--- config.mk ---
export PLATFORM = sky130hd
export DESIGN_NAME = mixer_n_ch
export DESIGN_NICKNAME = d
export VERILOG_FILES = /design/src/rtl/mixer_n_ch.sv
export SDC_FILE = /design/constraint.sdc
export NUM_CORES = 1
export LEC_CHECK = 0
export BUFFER_PORTS_ARGS = -buffer_cell sky130_fd_sc_hd__buf_2
export CAP_MARGIN = 25
export CORE_ASPECT_RATIO = 0.5
export CORE_UTILIZATION = 60
export DETAILED_ROUTE_END_ITERATION = 12
export GPL_TIMING_DRIVEN = 0
export PLACE_DENSITY = 0.8
export SETUP_SLACK_MARGIN = 0.2
export SLEW_MARGIN = 20
export SYNTH_ARGS = -nofsm -noshare
export SYNTH_HDL_FRONTEND = slang
export SYNTH_SLANG_ARGS = --single-unit
--- constraint.sdc ---
create_clock -name clk -period 5.5 [get_ports clk]
set_input_delay 0 -clock clk [delete_from_list [all_inputs] [get_ports clk]]
set_output_delay 0 -clock clk [all_outputs]
set_load 0.1 [all_outputs]
--- src/rtl/mixer_n_ch.sv ---
// N-channel pipelined audio mixer: per-channel gain and mute, a registered binary adder
// tree, and a left-justified mix output with an optional average mode and peak tracking.
module mixer_n_ch #(
  parameter int NUM_CH = 4,
  parameter int IN_W   = 8,
  parameter int GAIN_W = 4,
  parameter int OUT_W  = 32
) (
  input  logic                                   clk,
  input  logic                                   resetn,
  input  logic                                   in_valid,
  input  logic [NUM_CH*IN_W-1:0]                 audio_in,
  input  logic [NUM_CH*GAIN_W-1:0]               gain,
  input  logic [NUM_CH-1:0]                      mute,
  input  logic                                   avg_mode,
  input  logic                                   peak_clr,
  output logic [OUT_W-1:0]                       mix_down,
  output logic                                   out_valid,
  output logic [IN_W+GAIN_W+$clog2(NUM_CH)-1:0]  peak
);

  localparam int LG = $clog2(NUM_CH);
  localparam int S  = IN_W + GAIN_W + LG;

  // Input capture registers: in_valid sampled at edge t reaches out_valid after edge t+LG+2.
  logic                       r_in_vld;
  logic [NUM_CH*IN_W-1:0]     r_in_audio;
  logic [NUM_CH*GAIN_W-1:0]   r_in_gain;
  logic [NUM_CH-1:0]          r_in_mute;
  logic                       r_in_avg;

  // Heap-ordered tree: node i sums nodes 2i and 2i+1; leaves NUM_CH..2*NUM_CH-1 hold the
  // gained products, node 1 holds the full sum. Depth d valid/avg bits follow the data.
  logic [S-1:0] r_node [1:2*NUM_CH-1];
  logic [LG:0]  r_lv;
  logic [LG:0]  r_avg;

  logic [S-1:0]     w_sum;
  logic [S-1:0]     w_res;
  logic [OUT_W-1:0] w_mix;
  logic [S-1:0]     w_peak_next;

  assign w_sum = r_node[1];
  assign w_res = r_avg[0] ? (w_sum >> LG) : w_sum;
  assign w_mix = OUT_W'(w_res) << (OUT_W - S);

  always_comb begin
    // NOTE: default first so every path assigns w_peak_next and no latch is inferred.
    w_peak_next = peak;
    if (r_lv[0]) begin
      if (peak_clr || (w_sum > peak)) w_peak_next = w_sum;
    end else if (peak_clr) begin
      w_peak_next = '0;
    end
  end

  // Control and output state: reset clears every valid bit so in-flight samples are dropped.
  always_ff @(posedge clk or negedge resetn) begin
    if (!resetn) begin
      r_in_vld  <= 1'b0;
      r_lv      <= '0;
      out_valid <= 1'b0;
      mix_down  <= '0;
      peak      <= '0;
    end else begin
      // NOTE: non-blocking assignments so each stage reads the previous stage's old value.
      r_in_vld  <= in_valid;
      r_lv      <= {r_in_vld, r_lv[LG:1]};
      out_valid <= r_lv[0];
      if (r_lv[0]) mix_down <= w_mix;
      peak      <= w_peak_next;
    end
  end

  // NOTE: datapath registers carry no reset; they load only under their valid bit, and the
  // reset valid bits keep any stale contents from ever reaching the outputs.
  always_ff @(posedge clk) begin
    if (in_valid) begin
      r_in_audio <= audio_in;
      r_in_gain  <= gain;
      r_in_mute  <= mute;
      r_in_avg   <= avg_mode;
    end
    if (r_in_vld) begin
      r_avg[LG] <= r_in_avg;
      for (int k = 0; k < NUM_CH; k++) begin
        r_node[NUM_CH+k] <= r_in_mute[k] ? '0
                          : S'(r_in_audio[k*IN_W +: IN_W]) * S'(r_in_gain[k*GAIN_W +: GAIN_W]);
      end
    end
    for (int d = 0; d < LG; d++) begin
      if (r_lv[d+1]) begin
        r_avg[d] <= r_avg[d+1];
        for (int i = (1 << d); i < (2 << d); i++) begin
          r_node[i] <= r_node[2*i] + r_node[2*i+1];
        end
      end
    end
  end

endmodule

==> After elaboration in Yosys (flattened, before gate mapping) <==
Memory sizes are Yosys's and may differ from the RTL's.
Cells that the tools add are included.
{ "word_totals": {"reg_bits": 89, "latch_bits": 0, "ramBits": 98, "romBits": 0, "input_bits": 57, "out_inout_bits": 47, "elab_cells": 39, "n_memories": 1} }
{ "memory_table": {"columns": ["name", "words", "word_bits", "read_ports", "rd_ports_with_merged_regs", "write_ports", "line", "source"], "rows": [
  ["r_node", 7, 14, 7, 0, 7, "34", "logic [S-1:0] r_node [1:2*NUM_CH-1];"]
]} }
{ "op_classes": {"add_sub_neg": 3, "n_mul": 4, "div": 0, "n_lt_le_gt_ge": 1, "eq_ne": 1, "shifts": 0, "mux": 14, "bitwise_logic": 0, "n_reduce_logical": 3} }
{ "ops": {"columns": ["op", "count"], "rows": [
  ["$mux W14", 4],
  ["$mul A8 B4 Y12", 4],
  ["$mux W12", 4],
  ["$add A14 B14 Y14", 3],
  ["$gt A14 B14 Y1", 1],
  ["$mux W1", 6],
  ["$ne A2 B1 Y1 const B", 1],
  ["$reduce_and A2 Y1", 1],
  ["$reduce_bool A2 Y1", 1],
  ["$logic_or A1 B1 Y1", 1]
]} }

==> Logic depth before layout (Yosys ltp) <==
An unclocked memory read counts as a cell.
{ "depth": {"ltp_word": 5, "ltp_mapped": 12, "depth_no_buf": 12} }

==> Worst setup path after synthesis <==
Ideal clock, no wire load.
{ "synth_timing": {"path_type": "register -> register", "start": "register r_in_gain[7]", "end": "register, netlist name r_node[2][24]", "setup_time_ns": 0.262, "t_arrival_ns": 3.209, "required_time_ns": 5.238, "setup_slack_ns": 2.029, "stages_incl_launch_ff": 13, "n_path_buf": 0, "synth_period_minus_slack_ns": 3.471, "cell_sequence": "edfxtp_1 and2_1 fa_1 inv_1 fa_1 inv_1 ha_1 nor2b_1 o21a_1 nor2_1 o21ai_1 o41ai_1 mux2_1"} }
{ "synth_lines": {"columns": ["item", "line", "source"], "rows": [
  ["start: declaration", "28", "logic [NUM_CH*GAIN_W-1:0] r_in_gain;"],
  ["start signal: assignment", "80", "r_in_gain <= gain;"]
]} }

==> flow_summary.toml <==
[run_status]
status = "finished, final reports clean"

[sta]
finalHoldViolCount = 0
final_max_slew_viol_count = 0
setup_viol_count_final = 0
rsz0062_at_grt = "false"
slew_headroom_pct = 51.3
worst_slew_pin_slew_ns = 0.730
period_minus_slack_ns = 3.80
period_share_pct = 69.1
skew_ns = 0.0122
layout_setup_ws_ns = 1.70
fin_tns_setup_ns = 0
fmax_mhz = 263

[global_route]
grt_first_pass_wirelength_um = 37000
grt_usage_pct = 23.5
antenna_found_initial = 0
overflow = 0
met1_usage_pct = 30.9
use_met3_pct = 3.61
grt_max_degree = 40
grt_pass1_vias = 8018
gr-usage-met2_pct = 40.7
busiest_layer = "met2"

[synth]
synthFlopType = "edfxtp_1"
synth-seq-area-share_pct = 43.9
yosysMostFrequentCell = "edfxtp_1"
synth_top_area_share_pct = 36.9
yosys_register_bits = 177
ys_warn_count = 0
syn_avg_cell_area_um2 = 11.2
async_reset_ff_share_pct = 18.6
synth_area_um2 = 11700
syn_inst = 1051
synth-edff-count = 144
synth_common_cells = "144 x edfxtp_1, 120 x inv_1, 115 x ha_1"
synth.distinct_cells = 57
yosys.area.top_type = "edfxtp_1"
synth_area_leaders = "edfxtp_1 37%, ha_1 12%, fa_1 8.7%, dfrtp_1 7.0%, and2_1 5.0%"

[clock_network]
path_clk_slew_ns = 0.07
tritoncts = "done"
numCtsBuffers = 17
h-tree-depth = 4
root_buffer = "clkbuf_16"
clock_sinks = 177
cts_setup_buffers = 0
clk_latency_ns = 0.43
clock_path_buffers = 2

[route]
wirelength_um = 21800
drtIter0Drc = 332
drc = 0
firstDrtPassIters = 4
ant_nets = 0
viasPerCell = 5.29
via_count = 7942
wl_per_cell_um = 14.6

[worst_setup_path]
required_ns = 5.67
cp_num_buf_inv = 2
path_delay_family = "adder cells"
setup.worst_path.class = "flop to flop"
worstPathCellList = "and2_1, fa_1, inv_1, fa_1, inv_1, ha_1, nor2b_1, o21a_1, nor2_1, o21ai_1, o41ai_1, mux2_1"
critPathCaptureType = "flop"
max_stage_delay_ns = 0.54
cp-start-kind = "flop"
cp_max_fo = 8
worst_ep_arrival_time_ns = 3.98
slowest_stage = "fa_1"

[placement]
place_congestion = 0.843
pre_cts_slack_ns = 1.72
post-place-cells = 1414
port_buffers = 85
post-dp-hpwl_um = 16100

[final_layout]
antennaDiodeCount = 0
multi_input_area_um2 = 6000
nFillCells = 1287
drive_gt1_share_pct = 11.8
nNetsFinal = 1452
ff_latch_area_um2 = 5150
syn2layout_area_growth_pct = 17.3
fin_cells = 1501

[power_and_ir_drop]
leakage_uw = 0.00620
peakVddDrop_mv = 0.280
p_per_area_nw_per_um2 = 463

[job]
maxCapViolations = 0

[die]
fp.dieH_um = 101
num_rows = 35
die_area_um2 = 20100
io_pins = 104
initial_core_util_pct = 62.6
core_area_um2 = 18700
die_w_um = 200

[hold_path]
hp-class = "input pin to flop"
## flip-flops by register name, indices dropped and copies added (netlist names)
| register | flops |
|---|---|
| mix_down | 14 |
| out_valid | 1 |
| peak | 14 |
| r_avg | 3 |
| r_in_audio | 32 |
| r_in_avg | 1 |
| r_in_gain | 16 |
| r_in_mute | 4 |
| r_in_vld | 1 |
| r_lv | 3 |
| r_node | 88 |
## repair_timing
| item | 4_1_cts | 5_1_grt |
|---|---|---|
| hold buffers | 55 | 0 |
| endpoints found under the hold margin | 90 | 0 |
| resized for setup | 0 | 0 |
## final timing paths
| check | start | endpoint | slack (ns) | cells past startpoint |
|---|---|---|---|---|
| max in group asynchronous | resetn | r_lv[2] | 4.82 | 2 |
| worst min register to register | r_lv[0] | out_valid | 0.39 | 0 |
| worst max-delay path | r_in_gain[3] | r_node[2][10] | 1.70 | 12 |
| worst max register to register | r_in_gain[3] | r_node[2][10] | 1.70 | 12 |
| worst min-delay path | in_valid | r_in_mute[3] | 0.05 | 1 |
| min in group asynchronous | resetn | mix_down[22] | 0.16 | 2 |
## final cells by class
type / instances / area share (%)
Buffer: 32 / 1.42
Clock buffer: 19 / 3.22
Clock inverter: 13 / 1.34
Inverter: 120 / 3.27
Multi-Input combinational cell: 739 / 43.6
Sequential cell: 177 / 37.4
Tap cell: 259 / 2.35
Timing Repair Buffer: 142 / 7.38
## cells in the final DEF (no fill, tap or decap), types with 14 or more instances in the layout
master,synthesis,final
nand2_1,66,66
conb_1,1,18
buf_4,18,18
and2_1,94,94
o21ai_0,14,14
inv_1,120,120
buf_2,0,85
nor3_1,18,18
nor2b_1,30,30
o21ai_1,21,21
ha_1,115,115
dlygate4sd3_1,0,55
xnor2_1,31,31
mux2i_1,27,27
a211oi_1,14,14
fa_1,51,51
clkbuf_16,0,17
a21oi_1,42,42
nor2_1,73,73
a21o_1,15,15
dfrtp_1,33,31
edfxtp_1,144,144
## per-stage QoR
stage	hold WS [ns]	utilization [%]	power [uW]	area, um2
floorplan	-0.296	-	4440	11800
global placement	0.0906	66.9	4920	12500
detailed placement	0.107	67.1	5020	12600
CTS	0.0472	73.4	6380	13800
global route	0.0941	73.4	6770	13800
finish	0.0542	73.4	6370	13800
## report_power, final
part	internal (uW)	leakage [uW]	switching, uW
clock network	774	0.000303	523
registers	1870	0.00180	212
logic	1100	0.00410	1890
total	3750	0.00620	2620
## kinds of logic after synthesis
logic type,Yosys count,share of synthesized area (%)
simple gates,314,13.7
flops,177,43.9
fa+ha+maj,166,21.0
buf+inv,152,5.51
mux,31,2.69
xor+xnor,43,3.21
other cells,1,0.0320
compound gates,167,9.94
## metal layers
metal,vias to the layer above,wire [um]
met5,-,0
met4,0,319
met3,27,875
met1,3809,10100
met2,157,10600
li1,3949,-
Power figures use the tool's default switching activity.
